===== config.mk =====
export PLATFORM = sky130hd
export DESIGN_NAME = cmos_frame_packer_flat
export DESIGN_NICKNAME = d
export VERILOG_FILES = /design/src/rtl/cmos_frame_packer_if.sv /design/src/rtl/cmos_frame_packer.sv /design/src/flat_wrapper.sv
export SDC_FILE = /design/constraint.sdc
export NUM_CORES = 1
export LEC_CHECK = 0
export CORE_UTILIZATION = 45
export CTS_CLUSTER_SIZE = 24
export DETAILED_ROUTE_END_ITERATION = 12
export PLACE_DENSITY = 0.7
export SETUP_SLACK_MARGIN = 0.1
export SLEW_MARGIN = 20
export SYNTH_ARGS = -nofsm -noshare
export SYNTH_HDL_FRONTEND = slang
export SYNTH_SLANG_ARGS = --single-unit

===== constraint.sdc =====
create_clock -name clk_rxg -period 10.9 [get_ports clk_rxg]
set_input_delay 2.18 -clock clk_rxg [delete_from_list [all_inputs] [get_ports clk_rxg]]
set_output_delay 2.18 -clock clk_rxg [all_outputs]
set_load 0.02 [all_outputs]

===== src/rtl/cmos_frame_packer_if.sv =====
// Sensor timing input and DDR3 write-FIFO bus of the CMOS frame packer.
// master: the packer (consumes sensor signals, drives FIFO writes).
// slave : the sensor timing generator / FIFO side.
interface cmos_frame_packer_if #(
  parameter int PIX_W  = 10,
  parameter int WORD_W = 64
) ();
  logic              fval;
  logic              lval;
  logic [PIX_W-1:0]  pix_data;
  logic              wr_full;
  logic              wr_en;
  logic [WORD_W-1:0] wr_data;

  modport master (
    input  fval, lval, pix_data, wr_full,
    output wr_en, wr_data
  );

  modport slave (
    output fval, lval, pix_data, wr_full,
    input  wr_en, wr_data
  );
endinterface


===== src/rtl/cmos_frame_packer.sv =====
// Receives fval/lval framed pixels, packs LANES pixels per word for the DDR3
// write FIFO and checks line/frame geometry against the programmed window.
// Optional feature macro: TEST_PATTERN_EN replaces pix_data with a generated
// {frame LSB, line_cnt[3:0], pix_cnt[4:0]} pattern.
//
//  state   | meaning
//  S_IDLE  | between frames, waiting for fval rise
//  S_FRAME | inside frame, between lines
//  S_LINE  | capturing pixels of a line
//  S_DONE  | final line flush in flight, frame_done follows
module cmos_frame_packer #(
  parameter int PIX_W  = 10,
  parameter int LANE_W = 16,
  parameter int LANES  = 4
) (
  input  logic        clk_rxg,
  input  logic        rst_rx,
  cmos_frame_packer_if.master bus,
  input  logic [11:0] window_row_length,
  input  logic [10:0] line_pix_length,
  output logic        frame_start,
  output logic        frame_done,
  output logic [11:0] line_cnt,
  output logic        err_line_len,
  output logic        err_frame_len,
  output logic        err_overflow
);
  localparam int WORD  = LANES * LANE_W;
  localparam int IDX_W = $clog2(LANES);

  typedef enum logic [1:0] {S_IDLE, S_FRAME, S_LINE, S_DONE} state_t;

  state_t             state_q, state_d;
  logic               fval_q, lval_q, fval_prev_q;
  logic [PIX_W-1:0]   pix_q;
  logic [IDX_W-1:0]   lane_q, lane_d;
  logic [WORD-1:0]    buf_q, buf_d;
  logic [10:0]        pix_cnt_q, pix_cnt_d;
  logic [11:0]        line_cnt_q, line_cnt_d;
  logic               push_q, push_d;
  logic [WORD-1:0]    word_q, word_d;
  logic [WORD-1:0]    last_q, last_d;
  logic               frame_start_q, frame_start_d;
  logic               frame_done_q, frame_done_d;
  logic               err_line_q, err_line_d;
  logic               err_frame_q, err_frame_d;
  logic               err_ovf_q, err_ovf_d;
  logic               frame_tog_q, frame_tog_d;
  logic               wr_en_int;
  logic               cap, first;
  logic [10:0]        cap_idx;
  logic [PIX_W-1:0]   cap_pix;
  logic [WORD-1:0]    tmp_buf;
  logic [11:0]        line_inc;

  // A push is lost (not delayed) when the FIFO is full on the push cycle.
  assign wr_en_int   = push_q & ~bus.wr_full;
  assign bus.wr_en   = wr_en_int;
  assign bus.wr_data = wr_en_int ? word_q : last_q;

  assign frame_start   = frame_start_q;
  assign frame_done    = frame_done_q;
  assign line_cnt      = line_cnt_q;
  assign err_line_len  = err_line_q;
  assign err_frame_len = err_frame_q;
  assign err_overflow  = err_ovf_q;

  assign line_inc = (line_cnt_q == 12'hFFF) ? line_cnt_q : line_cnt_q + 12'd1;

  // Next-state, packing and geometry checks.
  always_comb begin
    state_d       = state_q;
    lane_d        = lane_q;
    buf_d         = buf_q;
    pix_cnt_d     = pix_cnt_q;
    line_cnt_d    = line_cnt_q;
    push_d        = 1'b0;
    word_d        = word_q;
    last_d        = wr_en_int ? word_q : last_q;
    frame_start_d = 1'b0;
    frame_done_d  = 1'b0;
    err_line_d    = err_line_q;
    err_frame_d   = err_frame_q;
    err_ovf_d     = err_ovf_q;
    frame_tog_d   = frame_tog_q;
    cap           = 1'b0;
    first         = 1'b0;
    tmp_buf       = buf_q;

    case (state_q)
      S_IDLE: begin
        if (fval_q && !fval_prev_q) begin
          frame_start_d = 1'b1;
          line_cnt_d    = '0;
          err_line_d    = 1'b0;
          err_frame_d   = 1'b0;
          err_ovf_d     = 1'b0;
          frame_tog_d   = ~frame_tog_q;
          state_d       = S_FRAME;
        end
      end
      S_FRAME: begin
        if (!fval_q) begin
          frame_done_d = 1'b1;
          if (line_cnt_q != window_row_length) err_frame_d = 1'b1;
          state_d = S_IDLE;
        end else if (lval_q) begin
          cap     = 1'b1;
          first   = 1'b1;
          state_d = S_LINE;
        end
      end
      S_LINE: begin
        if (lval_q && fval_q) begin
          cap = 1'b1;
        end else begin
          if (lane_q != '0) begin
            push_d = 1'b1;
            word_d = buf_q;
            buf_d  = '0;
            lane_d = '0;
          end
          if (pix_cnt_q != line_pix_length) err_line_d = 1'b1;
          line_cnt_d = line_inc;
          if (!fval_q) begin
            // Frame end waits for the line flush so frame_done trails wr_en.
            if (lane_q != '0) begin
              state_d = S_DONE;
            end else begin
              frame_done_d = 1'b1;
              if (line_inc != window_row_length) err_frame_d = 1'b1;
              state_d = S_IDLE;
            end
          end else begin
            state_d = S_FRAME;
          end
        end
      end
      S_DONE: begin
        frame_done_d = 1'b1;
        if (line_cnt_q != window_row_length) err_frame_d = 1'b1;
        state_d = S_IDLE;
      end
      default: state_d = S_IDLE;
    endcase

    cap_idx = first ? 11'd0 : pix_cnt_q;
`ifdef TEST_PATTERN_EN
    cap_pix = {frame_tog_q, line_cnt_q[3:0], cap_idx[4:0]};
`else
    cap_pix = pix_q;
`endif

    if (cap) begin
      pix_cnt_d = first ? 11'd1 : ((pix_cnt_q == 11'h7FF) ? pix_cnt_q : pix_cnt_q + 11'd1);
      tmp_buf[lane_q*LANE_W +: LANE_W] = {{(LANE_W-PIX_W){1'b0}}, cap_pix};
      if (lane_q == IDX_W'(LANES-1)) begin
        push_d = 1'b1;
        word_d = tmp_buf;
        buf_d  = '0;
        lane_d = '0;
      end else begin
        buf_d  = tmp_buf;
        lane_d = lane_q + IDX_W'(1);
      end
    end

    if (push_q && bus.wr_full) err_ovf_d = 1'b1;
  end

  // Input registers and all state flops.
  always_ff @(posedge clk_rxg or posedge rst_rx) begin
    if (rst_rx) begin
      fval_q        <= 1'b0;
      lval_q        <= 1'b0;
      fval_prev_q   <= 1'b0;
      pix_q         <= '0;
      state_q       <= S_IDLE;
      lane_q        <= '0;
      buf_q         <= '0;
      pix_cnt_q     <= '0;
      line_cnt_q    <= '0;
      push_q        <= 1'b0;
      word_q        <= '0;
      last_q        <= '0;
      frame_start_q <= 1'b0;
      frame_done_q  <= 1'b0;
      err_line_q    <= 1'b0;
      err_frame_q   <= 1'b0;
      err_ovf_q     <= 1'b0;
      frame_tog_q   <= 1'b0;
    end else begin
      fval_q        <= bus.fval;
      lval_q        <= bus.lval;
      fval_prev_q   <= fval_q;
      pix_q         <= bus.pix_data;
      state_q       <= state_d;
      lane_q        <= lane_d;
      buf_q         <= buf_d;
      pix_cnt_q     <= pix_cnt_d;
      line_cnt_q    <= line_cnt_d;
      push_q        <= push_d;
      word_q        <= word_d;
      last_q        <= last_d;
      frame_start_q <= frame_start_d;
      frame_done_q  <= frame_done_d;
      err_line_q    <= err_line_d;
      err_frame_q   <= err_frame_d;
      err_ovf_q     <= err_ovf_d;
      frame_tog_q   <= frame_tog_d;
    end
  end
endmodule

===== src/flat_wrapper.sv =====
// flat-port wrapper written by rule: the top's interface ports become plain ports
module cmos_frame_packer_flat 
#(
  parameter int PIX_W  = 10,
  parameter int LANE_W = 16,
  parameter int LANES  = 4
)
  (clk_rxg, rst_rx, window_row_length, line_pix_length, frame_start, frame_done, line_cnt, err_line_len, err_frame_len, err_overflow, bus_fval, bus_lval, bus_pix_data, bus_wr_full, bus_wr_en, bus_wr_data);
  cmos_frame_packer_if #(.PIX_W(PIX_W)) bus_i ();
  input  logic clk_rxg;
  input  logic rst_rx;
  input  logic [11:0] window_row_length;
  input  logic [10:0] line_pix_length;
  output logic frame_start;
  output logic frame_done;
  output logic [11:0] line_cnt;
  output logic err_line_len;
  output logic err_frame_len;
  output logic err_overflow;
  input wire logic [$bits(bus_i.fval)-1:0] bus_fval;
  input wire logic [$bits(bus_i.lval)-1:0] bus_lval;
  input wire logic [$bits(bus_i.pix_data)-1:0] bus_pix_data;
  input wire logic [$bits(bus_i.wr_full)-1:0] bus_wr_full;
  output wire logic [$bits(bus_i.wr_en)-1:0] bus_wr_en;
  output wire logic [$bits(bus_i.wr_data)-1:0] bus_wr_data;
  assign bus_i.fval = bus_fval;
  assign bus_i.lval = bus_lval;
  assign bus_i.pix_data = bus_pix_data;
  assign bus_i.wr_full = bus_wr_full;
  assign bus_wr_en = bus_i.wr_en;
  assign bus_wr_data = bus_i.wr_data;
  cmos_frame_packer #(.PIX_W(PIX_W), .LANE_W(LANE_W), .LANES(LANES)) u_core (.clk_rxg(clk_rxg), .rst_rx(rst_rx), .bus(bus_i), .window_row_length(window_row_length), .line_pix_length(line_pix_length), .frame_start(frame_start), .frame_done(frame_done), .line_cnt(line_cnt), .err_line_len(err_line_len), .err_frame_len(err_frame_len), .err_overflow(err_overflow));
endmodule

==> impl_results.rst <==
.. list-table::
   :header-rows: 1

   * - Metric
     - Value
   * - Number of maximum-capacitance constraint violations
     - 0
   * - Starting DRC count in detailed routing
     - ~530
   * - Unique masters post-synth
     - 54
   * - Highest clock rate
     - ~140 MHz
   * - Sequential Power Share
     - between 40 and 50%
   * - Least setup slack across all paths after layout
     - roughly 3.8 ns
   * - Mapped cell area
     - between 10,000 and 15,000 µm²
   * - Post-cts repair resize count
     - 0
   * - Hold buffers post-CTS
     - 0
   * - Overall global routing resource usage
     - roughly 20%
   * - Clk sink count
     - around 240
   * - Io pins
     - between 100 and 150
   * - Die boundary width
     - about 150 µm
   * - Worst-skew pair later-pin latency
     - approximately 0.54 ns
   * - Worst-path maximum fanout
     - 40
   * - Data required time at the worst endpoint
     - 8.72 ns
   * - Pre-CTS setup slack
     - 3.745 ns
   * - Leading register cell type out of synthesis
     - sky130_fd_sc_hd__dfrtp_1
   * - Type of the worst setup path
     - in2out
   * - Setup TNS after final layout
     - 0 ns
   * - Cell row count
     - 54
   * - Max VDD drop
     - 155.2 µV
   * - Count of warnings emitted by yosys
     - 0
   * - Flop and latch count out of synthesis
     - 238
   * - Growth of design area from synthesis to finish
     - 22.24%
   * - Clock share of power
     - a little under two fifths
   * - Total die area
     - approximately 23,000 µm²
   * - Final wirelength
     - roughly 23,000 µm
   * - Max Clock Skew
     - approximately 0.025 ns
   * - Post-DR vias/cell
     - 5.550
   * - Sequential area share after synthesis
     - 59.31%
   * - Post-CTS setup repair buffer count
     - 0
   * - Layout fillers
     - about 1.8k
   * - Starting density of the core
     - between 40% and 50%
   * - Clock root buffer
     - sky130_fd_sc_hd__clkbuf_16
   * - Number of remaining DRC errors
     - 0
   * - Number of synthesized flops with an enable pin
     - 0
   * - Data arrival at the endpoint of the critical path
     - ~4.9 ns
   * - Share of flip-flops with an asynchronous set or reset after synthesis
     - 100.0%
   * - Crit path launch type
     - primary input
   * - Wirelength per Cell
     - 18.09 µm
   * - Gate count after technology mapping
     - 863
   * - Fraction of power consumed by combinational cells
     - a little under a fifth
   * - Aggregate global routing overflow
     - 0
   * - Total internal power
     - approximately 0.0017 W
   * - Setup repair after global routing missed its margin
     - false
   * - Antenna violations before repair
     - 1
   * - CTS H-tree lvls
     - 1
   * - Proportion of layout cells with a drive suffix above 1
     - between 10% and 20%
   * - Power per unit of standard cell area
     - 190.0 nW/µm²
   * - Post-layout power
     - 0.002332 W
   * - Outcome
     - completed
   * - Sum of net half-perimeters after detailed placement
     - 14,460 µm
   * - Worst slack on hold paths
     - between 0.4 and 0.5 ns
   * - Number of diodes
     - 0
   * - Maximum number of pins on one net before global-route repair
     - approximately 110
   * - Global-route wire length before repair
     - around 36,000 µm
   * - Switching share of total power
     - between 20% and 30%
   * - Slew @ Worst Pin
     - 1.047 ns
   * - Area leader, netlist
     - sky130_fd_sc_hd__dfrtp_1
   * - Syn avg cell area
     - approximately 12 µm²
   * - Worst slew slack as a fraction of its limit
     - between 20% and 30%
   * - Number of buffers created by CTS
     - 26
   * - Crit. End Element
     - output port
   * - Via count of the first global-routing pass
     - 6,747
   * - Routed vias
     - 6,988
   * - Count of final max-slew check failures
     - 0
   * - Total core area
     - ~22,000 µm²
   * - Post-detailed-route count of antenna-violating nets
     - 0
   * - Count of final setup violators
     - 0
   * - Leading post-synthesis cells by cell area
     - sky130_fd_sc_hd__dfrtp_1, sky130_fd_sc_hd__mux2_2, sky130_fd_sc_hd__a22o_1, sky130_fd_sc_hd__nand2_1, sky130_fd_sc_hd__a222oi_1
   * - Clock-pin slew of the registers on the worst-case setup and hold paths
     - ~0.06 ns
   * - Total Nets Final
     - just over 1k
   * - CTS tree
     - done
   * - Post-synthesis net count
     - 911
   * - Net load switching power
     - slightly below 0.0007 W
   * - Port Buffers
     - 119
   * - Area share of the largest cell type after synthesis
     - between 50% and 60%
   * - Fin. Hold Viols
     - 0
   * - Pre-Repair DR Iteration Count
     - 6
   * - Leakage
     - about 6 nW
   * - Share of the cycle needed by the critical path after routing
     - approximately 65%
   * - Min-Delay Path Class
     - reg2reg
   * - Global placement routability congestion
     - slightly below 0.9
   * - Die H
     - 151.4 µm
   * - Time the worst path needs with I/O delays and setup
     - slightly above 7 ns
   * - Worst-case clock buffer depth
     - 3
synthesized netlist by cell type (all sizes together) (3+ instances only):
cell type  number
a21o            3
a21oi          47
a222oi         30
a22o           38
a31oi          13
and2           19
and3           24
and4            5
buf            21
clkbuf         32
dfrtp         238
ha             10
inv            45
mux2           66
mux2i           3
nand2          88
nand3          20
nand4          11
nor2           24
nor3           11
nor4            4
o211ai          3
o21a            4
o21ai          40
o31ai           4
xnor2          20
xor2           14
path summary, 6_finish.rpt:
check	slack, ns	startpoint	cells past startpoint	to
min reg2reg	0.48	u_core.buf_q[32]$_DFFE_PP0P_	2	u_core.word_q[32]$_DFF_PP0_
min	0.48	u_core.buf_q[32]$_DFFE_PP0P_	2	u_core.word_q[32]$_DFF_PP0_
min in group asynchronous	2.19	rst_rx	2	u_core.line_cnt[6]$_DFFE_PP0P_
max reg2reg	7.11	u_core.state_q[0]$_DFFE_PP0P_	8	u_core.word_q[16]$_DFF_PP0_
max	3.78	bus_wr_full	5	bus_wr_data[15]
max in group asynchronous	6.52	rst_rx	4	u_core.buf_q[19]$_DFFE_PP0P_
flip-flops by register name (all words and copies together), names as in the netlist:
register,flops
u_core.buf_q,64
u_core.cap_pix,10
u_core.err_frame_len,1
u_core.err_line_len,1
u_core.err_overflow,1
u_core.frame_done,1
u_core.frame_start,1
u_core.fval_prev_q,1
u_core.fval_q,1
u_core.lane_q,2
u_core.last_q,64
u_core.line_cnt,12
u_core.lval_q,1
u_core.pix_cnt_q,11
u_core.push_q,1
u_core.state_q,2
u_core.word_q,64
through the flow:
step,cells,utilization [%],area (µm²)
2_1_floorplan,863,-,10040
3_3_place_gp,1216,52.35,11420
3_5_place_dp,1216,52.37,11430
4_1_cts,1259,56.17,12260
5_1_grt,1259,56.24,12270
6_report,1259,56.24,12270
final cells by class:
type	instances	area (µm²)	share of cell area [%]
inverters	45	176.4	1.437
clock buffers	35	724.4	5.902
well taps	280	350.3	2.854
clock inverters	8	103.9	0.8461
multi-input cells	527	3720	30.31
repair buffers	126	1244	10.13
flip-flops and latches	238	5956	48.52
kinds of logic (layout without fill, tap and decap cells):
group                    count (synthesis)  count (layout)  synth area share, %
flip-flops                             238             238                59.31
AND/OR/NAND/NOR                        219             219                11.07
AO/OA/AOI/OAI                          195             195                13.71
buffers and inverters                   98             214                4.000
multiplexers                            69              69                7.701
XOR/XNOR                                34              34                2.966
adder cells (fa/ha/maj)                 10              10                1.246
layer usage:
metal | vias up | GRT usage, % | share of wire [%]
met1 | 3443 | 29.10 | 46
met4 | 2 | 5.400 | 2.2
met2 | 209 | 31.87 | 46
li1 | 3293 | - | -
met3 | 41 | 3.464 | 5.8
met5 | - | 0 | 0.057
placed cells by master, fill, tap and decap left out, drive strengths merged, types with 13 or more instances in the layout:
| cell type | instances |
|---|---|
| a21oi | 47 |
| a222oi | 30 |
| a22o | 38 |
| a31oi | 13 |
| and2 | 19 |
| and3 | 24 |
| clkbuf | 35 |
| clkdlybuf4s50 | 119 |
| dfrtp | 238 |
| inv | 45 |
| mux2 | 66 |
| nand2 | 88 |
| nand3 | 20 |
| nor2 | 24 |
| o21ai | 40 |
| xnor2 | 20 |
| xor2 | 14 |
power by group through the flow:
stage                     registers, W  clock network, W  logic, W
after floorplan                0.00103                 0  0.000292
after global placement         0.00104                 0  0.000432
after detailed placement       0.00105                 0  0.000440
after CTS                      0.00103          0.000879  0.000443
after global routing           0.00104          0.000912  0.000487
final                          0.00103          0.000858  0.000442
critical path: stages:
cell                              delay [ns]
sky130_fd_sc_hd__clkdlybuf4s50_1        0.47
sky130_fd_sc_hd__nor2b_4                0.69
sky130_fd_sc_hd__buf_4                  0.61
sky130_fd_sc_hd__mux2_2                 0.42
sky130_fd_sc_hd__clkdlybuf4s50_1        0.54
No activity file was read; power rests on OpenSTA's default activity.
